==> config.mk <==
export PLATFORM = sky130hd
export DESIGN_NAME = if_id_queue_flat
export DESIGN_NICKNAME = d
export VERILOG_FILES = /design/src/rtl/if_id_queue_pkg.sv /design/src/rtl/if_id_queue_if.sv /design/src/rtl/if_id_queue_fifo_ptr_ctrl.sv /design/src/rtl/if_id_queue.sv /design/src/flat_wrapper.sv
export SDC_FILE = /design/constraint.sdc
export NUM_CORES = 1
export LEC_CHECK = 0
export CORE_UTILIZATION = 57
export CTS_CLUSTER_SIZE = 16
export DETAILED_ROUTE_END_ITERATION = 16
export DONT_BUFFER_PORTS = 1
export GPL_TIMING_DRIVEN = 0
export PLACE_DENSITY = 0.75
export SYNTH_ARGS = -nofsm -noshare
export SYNTH_HDL_FRONTEND = slang
export SYNTH_SLANG_ARGS = --single-unit
==> constraint.sdc <==
create_clock -name clk -period 2.75 [get_ports clk]
set_clock_uncertainty 0.2 [all_clocks]
set_input_delay 0.275 -clock clk [delete_from_list [all_inputs] [get_ports clk]]
set_output_delay 0.275 -clock clk [all_outputs]
set_load 0.05 [all_outputs]
==> src/rtl/if_id_queue_pkg.sv <==
// Shared types and helpers for the Fetch->Decode instruction queue.
package if_id_pkg;

  localparam int          XLEN_DEF  = 32;
  localparam logic [31:0] NOP_INSTR = 32'h0000_0013;

  typedef struct packed {
    logic [XLEN_DEF-1:0] pc;
    logic [XLEN_DEF-1:0] instr;
    logic                prediction;
  } fetch_pkt_t;

  // Only the two length bits matter; callers pass instr[1:0].
  function automatic logic is_rv32_len(input logic [1:0] instr);
    return instr == 2'b11;
  endfunction

endpackage

==> src/rtl/if_id_queue_if.sv <==
// Fetch/Decode handshake bundle around the instruction queue.
interface if_id_queue_if #(
  parameter int XLEN  = 32,
  parameter int DEPTH = 4
);
  localparam int CW = $clog2(DEPTH) + 1;

  logic [XLEN-1:0] i_pc;
  logic [XLEN-1:0] i_instr;
  logic            i_prediction;
  logic            i_vld;
  logic            o_rdy;
  logic [XLEN-1:0] o_pc;
  logic [XLEN-1:0] o_instr;
  logic            o_prediction;
  logic            o_illegal;
  logic            o_vld;
  logic            i_dec_rdy;
  logic            i_flush;
  logic [CW-1:0]   o_count;

  modport slave (
    input  i_pc, i_instr, i_prediction, i_vld, i_dec_rdy, i_flush,
    output o_rdy, o_pc, o_instr, o_prediction, o_illegal, o_vld, o_count
  );

  modport master (
    output i_pc, i_instr, i_prediction, i_vld, i_dec_rdy, i_flush,
    input  o_rdy, o_pc, o_instr, o_prediction, o_illegal, o_vld, o_count
  );

endinterface

==> src/rtl/if_id_queue_fifo_ptr_ctrl.sv <==
// Generic circular-buffer pointer/occupancy controller; flush overrides push/pop.
module fifo_ptr_ctrl #(
  parameter int DEPTH = 4,
  localparam int PW = $clog2(DEPTH),
  localparam int CW = $clog2(DEPTH) + 1
) (
  input  logic          clk,
  input  logic          rst,
  input  logic          push,
  input  logic          pop,
  input  logic          flush,
  output logic [PW-1:0] wr_ptr,
  output logic [PW-1:0] rd_ptr,
  output logic [CW-1:0] count,
  output logic          full,
  output logic          empty
);

  if (DEPTH < 2 || (DEPTH & (DEPTH - 1)) != 0) begin : g_depth_chk
    $error("fifo_ptr_ctrl: DEPTH must be a power of two >= 2");
  end

  logic [PW-1:0] wr_ptr_q, wr_ptr_d;
  logic [PW-1:0] rd_ptr_q, rd_ptr_d;
  logic [CW-1:0] count_q, count_d;

  always_comb begin
    wr_ptr_d = wr_ptr_q;
    rd_ptr_d = rd_ptr_q;
    count_d  = count_q;
    if (flush) begin
      wr_ptr_d = '0;
      rd_ptr_d = '0;
      count_d  = '0;
    end else begin
      if (push) wr_ptr_d = wr_ptr_q + PW'(1);
      if (pop)  rd_ptr_d = rd_ptr_q + PW'(1);
      case ({push, pop})
        2'b10:   count_d = count_q + CW'(1);
        2'b01:   count_d = count_q - CW'(1);
        default: count_d = count_q;
      endcase
    end
  end

  always_ff @(posedge clk or posedge rst) begin
    if (rst) begin
      wr_ptr_q <= '0;
      rd_ptr_q <= '0;
      count_q  <= '0;
    end else begin
      wr_ptr_q <= wr_ptr_d;
      rd_ptr_q <= rd_ptr_d;
      count_q  <= count_d;
    end
  end

  assign wr_ptr = wr_ptr_q;
  assign rd_ptr = rd_ptr_q;
  assign count  = count_q;
  assign full   = (count_q == CW'(DEPTH));
  assign empty  = (count_q == '0);

endmodule

==> src/rtl/if_id_queue.sv <==
// Fetch->Decode instruction queue with flush and illegal-length tagging.
// Optional input fall-through when empty: define IF_ID_QUEUE_BYPASS_EN.
module if_id_queue
  import if_id_pkg::*;
#(
  parameter int XLEN  = XLEN_DEF,
  parameter int DEPTH = 4,
  localparam int PW = $clog2(DEPTH),
  localparam int CW = $clog2(DEPTH) + 1
) (
  input logic          clk,
  input logic          rst,
  if_id_queue_if.slave q
);

  if (XLEN != XLEN_DEF) begin : g_xlen_chk
    $error("if_id_queue: storage packet is fixed at XLEN_DEF bits");
  end

  logic [PW-1:0] wr_ptr, rd_ptr;
  logic [CW-1:0] count;
  logic          full, empty;
  logic          push, pop, byp;

  fetch_pkt_t in_pkt, head_pkt;
  fetch_pkt_t mem_q [DEPTH];
  fetch_pkt_t mem_d [DEPTH];

`ifdef IF_ID_QUEUE_BYPASS_EN
  assign byp = empty & q.i_vld & ~q.i_flush;
`else
  assign byp = 1'b0;
`endif

  // A bypassed instruction taken by Decode in the same cycle is never stored.
  assign push = q.i_vld & ~full & ~(byp & q.i_dec_rdy);
  assign pop  = ~empty & q.i_dec_rdy;

  fifo_ptr_ctrl #(.DEPTH(DEPTH)) u_ptr_ctrl (
    .clk    (clk),
    .rst    (rst),
    .push   (push),
    .pop    (pop),
    .flush  (q.i_flush),
    .wr_ptr (wr_ptr),
    .rd_ptr (rd_ptr),
    .count  (count),
    .full   (full),
    .empty  (empty)
  );

  always_comb begin
    in_pkt.pc         = q.i_pc;
    in_pkt.instr      = q.i_instr;
    in_pkt.prediction = q.i_prediction;
  end

  always_comb begin
    mem_d = mem_q;
    if (push && !q.i_flush) mem_d[wr_ptr] = in_pkt;
  end

  // Entry contents are don't-care after reset; occupancy gates visibility.
  always_ff @(posedge clk) begin
    mem_q <= mem_d;
  end

  always_comb begin
    head_pkt = '0;
    if (byp)         head_pkt = in_pkt;
    else if (!empty) head_pkt = mem_q[rd_ptr];
  end

  assign q.o_vld        = ~empty | byp;
  assign q.o_rdy        = ~full;
  assign q.o_count      = count;
  assign q.o_pc         = head_pkt.pc;
  assign q.o_instr      = head_pkt.instr;
  assign q.o_prediction = head_pkt.prediction;
  assign q.o_illegal    = q.o_vld & ~is_rv32_len(head_pkt.instr[1:0]);

endmodule

==> src/flat_wrapper.sv <==
// flat-port wrapper written by rule: the top's interface ports become plain ports
module if_id_queue_flat import if_id_pkg::*;
#(
  parameter int XLEN  = XLEN_DEF,
  parameter int DEPTH = 4,
  localparam int PW = $clog2(DEPTH),
  localparam int CW = $clog2(DEPTH) + 1
)
  (clk, rst, q_i_pc, q_i_instr, q_i_prediction, q_i_vld, q_i_dec_rdy, q_i_flush, q_o_rdy, q_o_pc, q_o_instr, q_o_prediction, q_o_illegal, q_o_vld, q_o_count);
  if_id_queue_if #(.XLEN(XLEN), .DEPTH(DEPTH)) q_i ();
  input logic clk;
  input logic rst;
  input wire logic [$bits(q_i.i_pc)-1:0] q_i_pc;
  input wire logic [$bits(q_i.i_instr)-1:0] q_i_instr;
  input wire logic [$bits(q_i.i_prediction)-1:0] q_i_prediction;
  input wire logic [$bits(q_i.i_vld)-1:0] q_i_vld;
  input wire logic [$bits(q_i.i_dec_rdy)-1:0] q_i_dec_rdy;
  input wire logic [$bits(q_i.i_flush)-1:0] q_i_flush;
  output wire logic [$bits(q_i.o_rdy)-1:0] q_o_rdy;
  output wire logic [$bits(q_i.o_pc)-1:0] q_o_pc;
  output wire logic [$bits(q_i.o_instr)-1:0] q_o_instr;
  output wire logic [$bits(q_i.o_prediction)-1:0] q_o_prediction;
  output wire logic [$bits(q_i.o_illegal)-1:0] q_o_illegal;
  output wire logic [$bits(q_i.o_vld)-1:0] q_o_vld;
  output wire logic [$bits(q_i.o_count)-1:0] q_o_count;
  assign q_i.i_pc = q_i_pc;
  assign q_i.i_instr = q_i_instr;
  assign q_i.i_prediction = q_i_prediction;
  assign q_i.i_vld = q_i_vld;
  assign q_i.i_dec_rdy = q_i_dec_rdy;
  assign q_i.i_flush = q_i_flush;
  assign q_o_rdy = q_i.o_rdy;
  assign q_o_pc = q_i.o_pc;
  assign q_o_instr = q_i.o_instr;
  assign q_o_prediction = q_i.o_prediction;
  assign q_o_illegal = q_i.o_illegal;
  assign q_o_vld = q_i.o_vld;
  assign q_o_count = q_i.o_count;
  if_id_queue #(.XLEN(XLEN), .DEPTH(DEPTH)) u_core (.clk(clk), .rst(rst), .q(q_i));
endmodule
==> results.yml <==
clocking:
  insertion_delay_ns: 0.52
  clock_path_buffers: 3
  cts_max_level: 1
  root_buffer: "clkbuf_16"
  cts_tree: "done"
  path_clk_slew_ns: 0.06
  clock_sinks: 267
  cts_buffers: 27
synthesis:
  synthSimpleGateAreaFrac: 0.0505
  ys_ff_latch: 267
  yosys-top-cells-area: "edfxtp_1 (75%), mux4_2 (14%), and2_1 (4.1%)"
  yosysUniqueCellTypes: 36
  synth-seq-area-share: 0.767
  synth_edf_count: 260
  synthXorXnorAreaFrac: 0.00252
  yosysWarnings: 0
  syn_area_sq_um: 10400
  synth_top_area_cell: "edfxtp_1"
  yosys_most_used_dff: "edfxtp_1"
  netlist_instances: 477
  postSynthAreaPerCell_sq_um: 21.8
  synth_mux_area_frac: 0.142
  synth_top_family_by_area: "multiplexers"
  synthAdderAreaFrac: 0.00673
  synth_top_area_frac: 0.750
  synthesis.nets: 552
  synth_compound_area_frac: 0.00998
  synth-async-reset-ratio: 0.0262
worst_setup_path:
  reg2reg_depth: 7
  reg2reg_to: "u_core.u_ptr_ctrl.count[2]"
  crit_fanout: 5
  required_ns: 2.97
  worstPathArrival_ns: 2.97
  worstSetupPathType: "reg -> reg"
  worstSetupStartpointType: "flop"
  r2r_slack_ns: 0.0004
  critical_path.endpoint_type: "flop"
  regToRegStartpoint: "u_core.u_ptr_ctrl.count[0]"
global_routing:
  grt_pass1_wl_mm: 28.3
  grt_pass1_vias: 5179
  grt_max_degree: 35
  antenna_found_initial: 0
  overflow: 0
  track_usage: 0.207
pwr:
  power.switching_mw: 2.68
  combPwrFrac: 0.191
  seq_power_share: 0.463
  power_leakage_nw: 4.10
  p_int_mw: 7.37
  powerDensity_nw_per_um2: 797
  swShare: 0.266
  pwr-share-clk: 0.347
  max-vdd-ir-drop_mv: 0.662
routing:
  drt_iter0_drc: 313
  routedWlPerCell_um: 23.3
  detail_route.drc_violations: 0
  drtPass1Iterations: 5
  drtAntennaViolNets: 0
  drt-total-wl_mm: 19.4
  vias: 4942
  viasPerCell: 5.94
place:
  port_buffers: 0
  gp_congestion: 0.759
  dp_hpwl_mm: 11.1
  dp_cells: 710
  place_area_sq_um: 10800
timing:
  rsz0062_at_grt: "true"
  fin_crit_sh: 1.00
  slew_violations: 0
  maxSlewHeadroom: 0.555
  setup_tns_ns: 0
  finalSetupViolCount: 0
  fin_crit_ns: 2.75
  timing_hold_violations_final: 0
  tightest_slew_ns: 0.668
  hold_ws_ns: 0.154
  fmax_mhz: 364
final_layout:
  postLayoutCellArea_sq_um: 12600
  diodes: 0
  layout-drive-gt1-share: 0.340
  final_cells: 832
  synthToLayoutAreaGrowth_pct: 21.1
  nets: 660
  final_util: 0.704
die:
  core_area_sq_um: 17900
  die_y_um: 137
  initial_core_util: 0.581
  rows: 49
  die_area_sq_um: 18800
  die_w_um: 137
  ios: 141
run:
  cap_violations: 0
worst_hold_path:
  hold_depth: 4
  holdCritStartpoint: "q_i_dec_rdy"
  holdPathEnd: "u_core.u_ptr_ctrl.rd_ptr[0]"
  hp-class: "in -> reg"
run_status:
  status: "finished clean"
==> routing by layer <==
layer | global-route usage | part of all wire | vias up
met5 | 0 | 0 | -
met2 | 0.353 | 0.52 | 184
met1 | 0.267 | 0.40 | 2575
met3 | 0.0489 | 0.074 | 27
met4 | 0.0543 | 0.013 | 0
li1 | - | - | 2156
==> critical path: stages, from the launching register on <==
cell and delay [ns]:
dfrtp_2 0.53, buf_6 0.19, o31ai_2 0.37, nor2_1 0.12, fa_1 0.41, nand2b_1 0.19, or4_1 0.44, a31oi_1 0.21
==> synthesized netlist by cell type (2+ instances only) <==
cell,number
edfxtp_1,260
and2_1,69
mux4_2,65
clkbuf_1,11
dfrtp_1,7
inv_1,7
buf_2,6
nor2_1,6
buf_12,4
ha_1,4
nand3_1,4
a21oi_1,3
buf_4,3
buf_6,2
nand2_1,2
o2111ai_1,2
o21ai_0,2
xor2_1,2
==> layout by cell type, fill, tap and decap left out, types with 2 or more instances in the layout <==
cell           count
clkbuf_1          10
nand2_1            2
dfrtp_1            4
edfxtp_1         260
inv_1              7
and2_4            54
buf_12             8
buf_8              3
nand3_1            4
clkbuf_16         28
clkinv_2           2
o21ai_0            2
dlygate4sd3_1     69
buf_6              3
clkinv_1           5
a21oi_1            3
buf_4              6
o2111ai_1          2
xor2_1             2
clkbuf_2           2
mux4_2            65
and2_2            13
ha_1               4
buf_2              4
dfrtp_2            3
bufinv_16          3
clkinvlp_4         3
and2_1             6
nor2_1             6
==> power by group through the flow <==
stage / Clock (mW) / Combinational (mW) / Sequential [mW]
after floorplan: 0 / 1.36 / 4.72
after global placement: 0 / 1.56 / 4.73
after detailed placement: 0 / 1.59 / 4.73
after CTS: 3.55 / 1.87 / 4.65
after global routing: 3.69 / 2.02 / 4.65
final: 3.48 / 1.92 / 4.65
==> state kept, by name (all words and copies together) (netlist names) <==
| register | cells |
|---|---|
| u_core.u_ptr_ctrl.rd_ptr | 2 |
| u_core.u_ptr_ctrl.wr_ptr | 2 |
| u_core.u_ptr_ctrl.count | 3 |
| u_core.mem_q | 260 |
==> through the flow <==
step	setup WS (ns)	power (mW)
3_3_place_gp	-0.645	6.29
3_5_place_dp	-0.430	6.32
5_1_grt	-0.0679	10.4
6_report	0.000400	10.0
2_1_floorplan	0.0388	6.08
4_1_cts	-0.00333	10.1
==> layout make-up <==
type                       instances  area (sq um)
timing repair buffer              75           786
fill                            1091          5300
clock buffer                      33           698
tap                              229           287
clock inverter                    14           150
buffer                            27           270
multi-input combinational        180          2400
sequential                       267          7990
inverter                           7          26.3
==> worst max-delay path by stage <==
stage,startpoint,to,slack (ns),cells after the start
floorplan,u_core.u_ptr_ctrl.count[1],u_core.mem_q[0],0.04,4
global placement,u_core.u_ptr_ctrl.count[1],u_core.mem_q[165],-0.64,4
detailed placement,u_core.u_ptr_ctrl.count[1],q_o_instr[22],-0.43,5
CTS,u_core.u_ptr_ctrl.count[0],q_o_instr[25],-0.003,4
global route,u_core.u_ptr_ctrl.count[0],u_core.u_ptr_ctrl.count[2],-0.07,7
finish,u_core.u_ptr_ctrl.count[0],u_core.u_ptr_ctrl.count[2],0.0004,7
==> cells by family (layout without fill, tap and decap cells) <==
logic type | Yosys count | in the layout
AOI/OAI and AO/OA | 15 | 15
muxes | 66 | 66
xor gates and xnor gates | 3 | 3
adders and majority gates | 5 | 5
and+or+nand+nor | 87 | 91
DFF | 267 | 267
buffers and inverters | 34 | 156
==> timing repair <==
action | CTS | global route
gates cloned | 0 | 4
resized for setup | 113 | 27
pin swaps | 1 | 5
setup buffers | 1 | 1
endpoints found under the hold margin | 274 | 0
hold buffers | 69 | 0
setup endpoints to repair | 204 | 198
No activity file was read; power rests on OpenSTA's default activity.
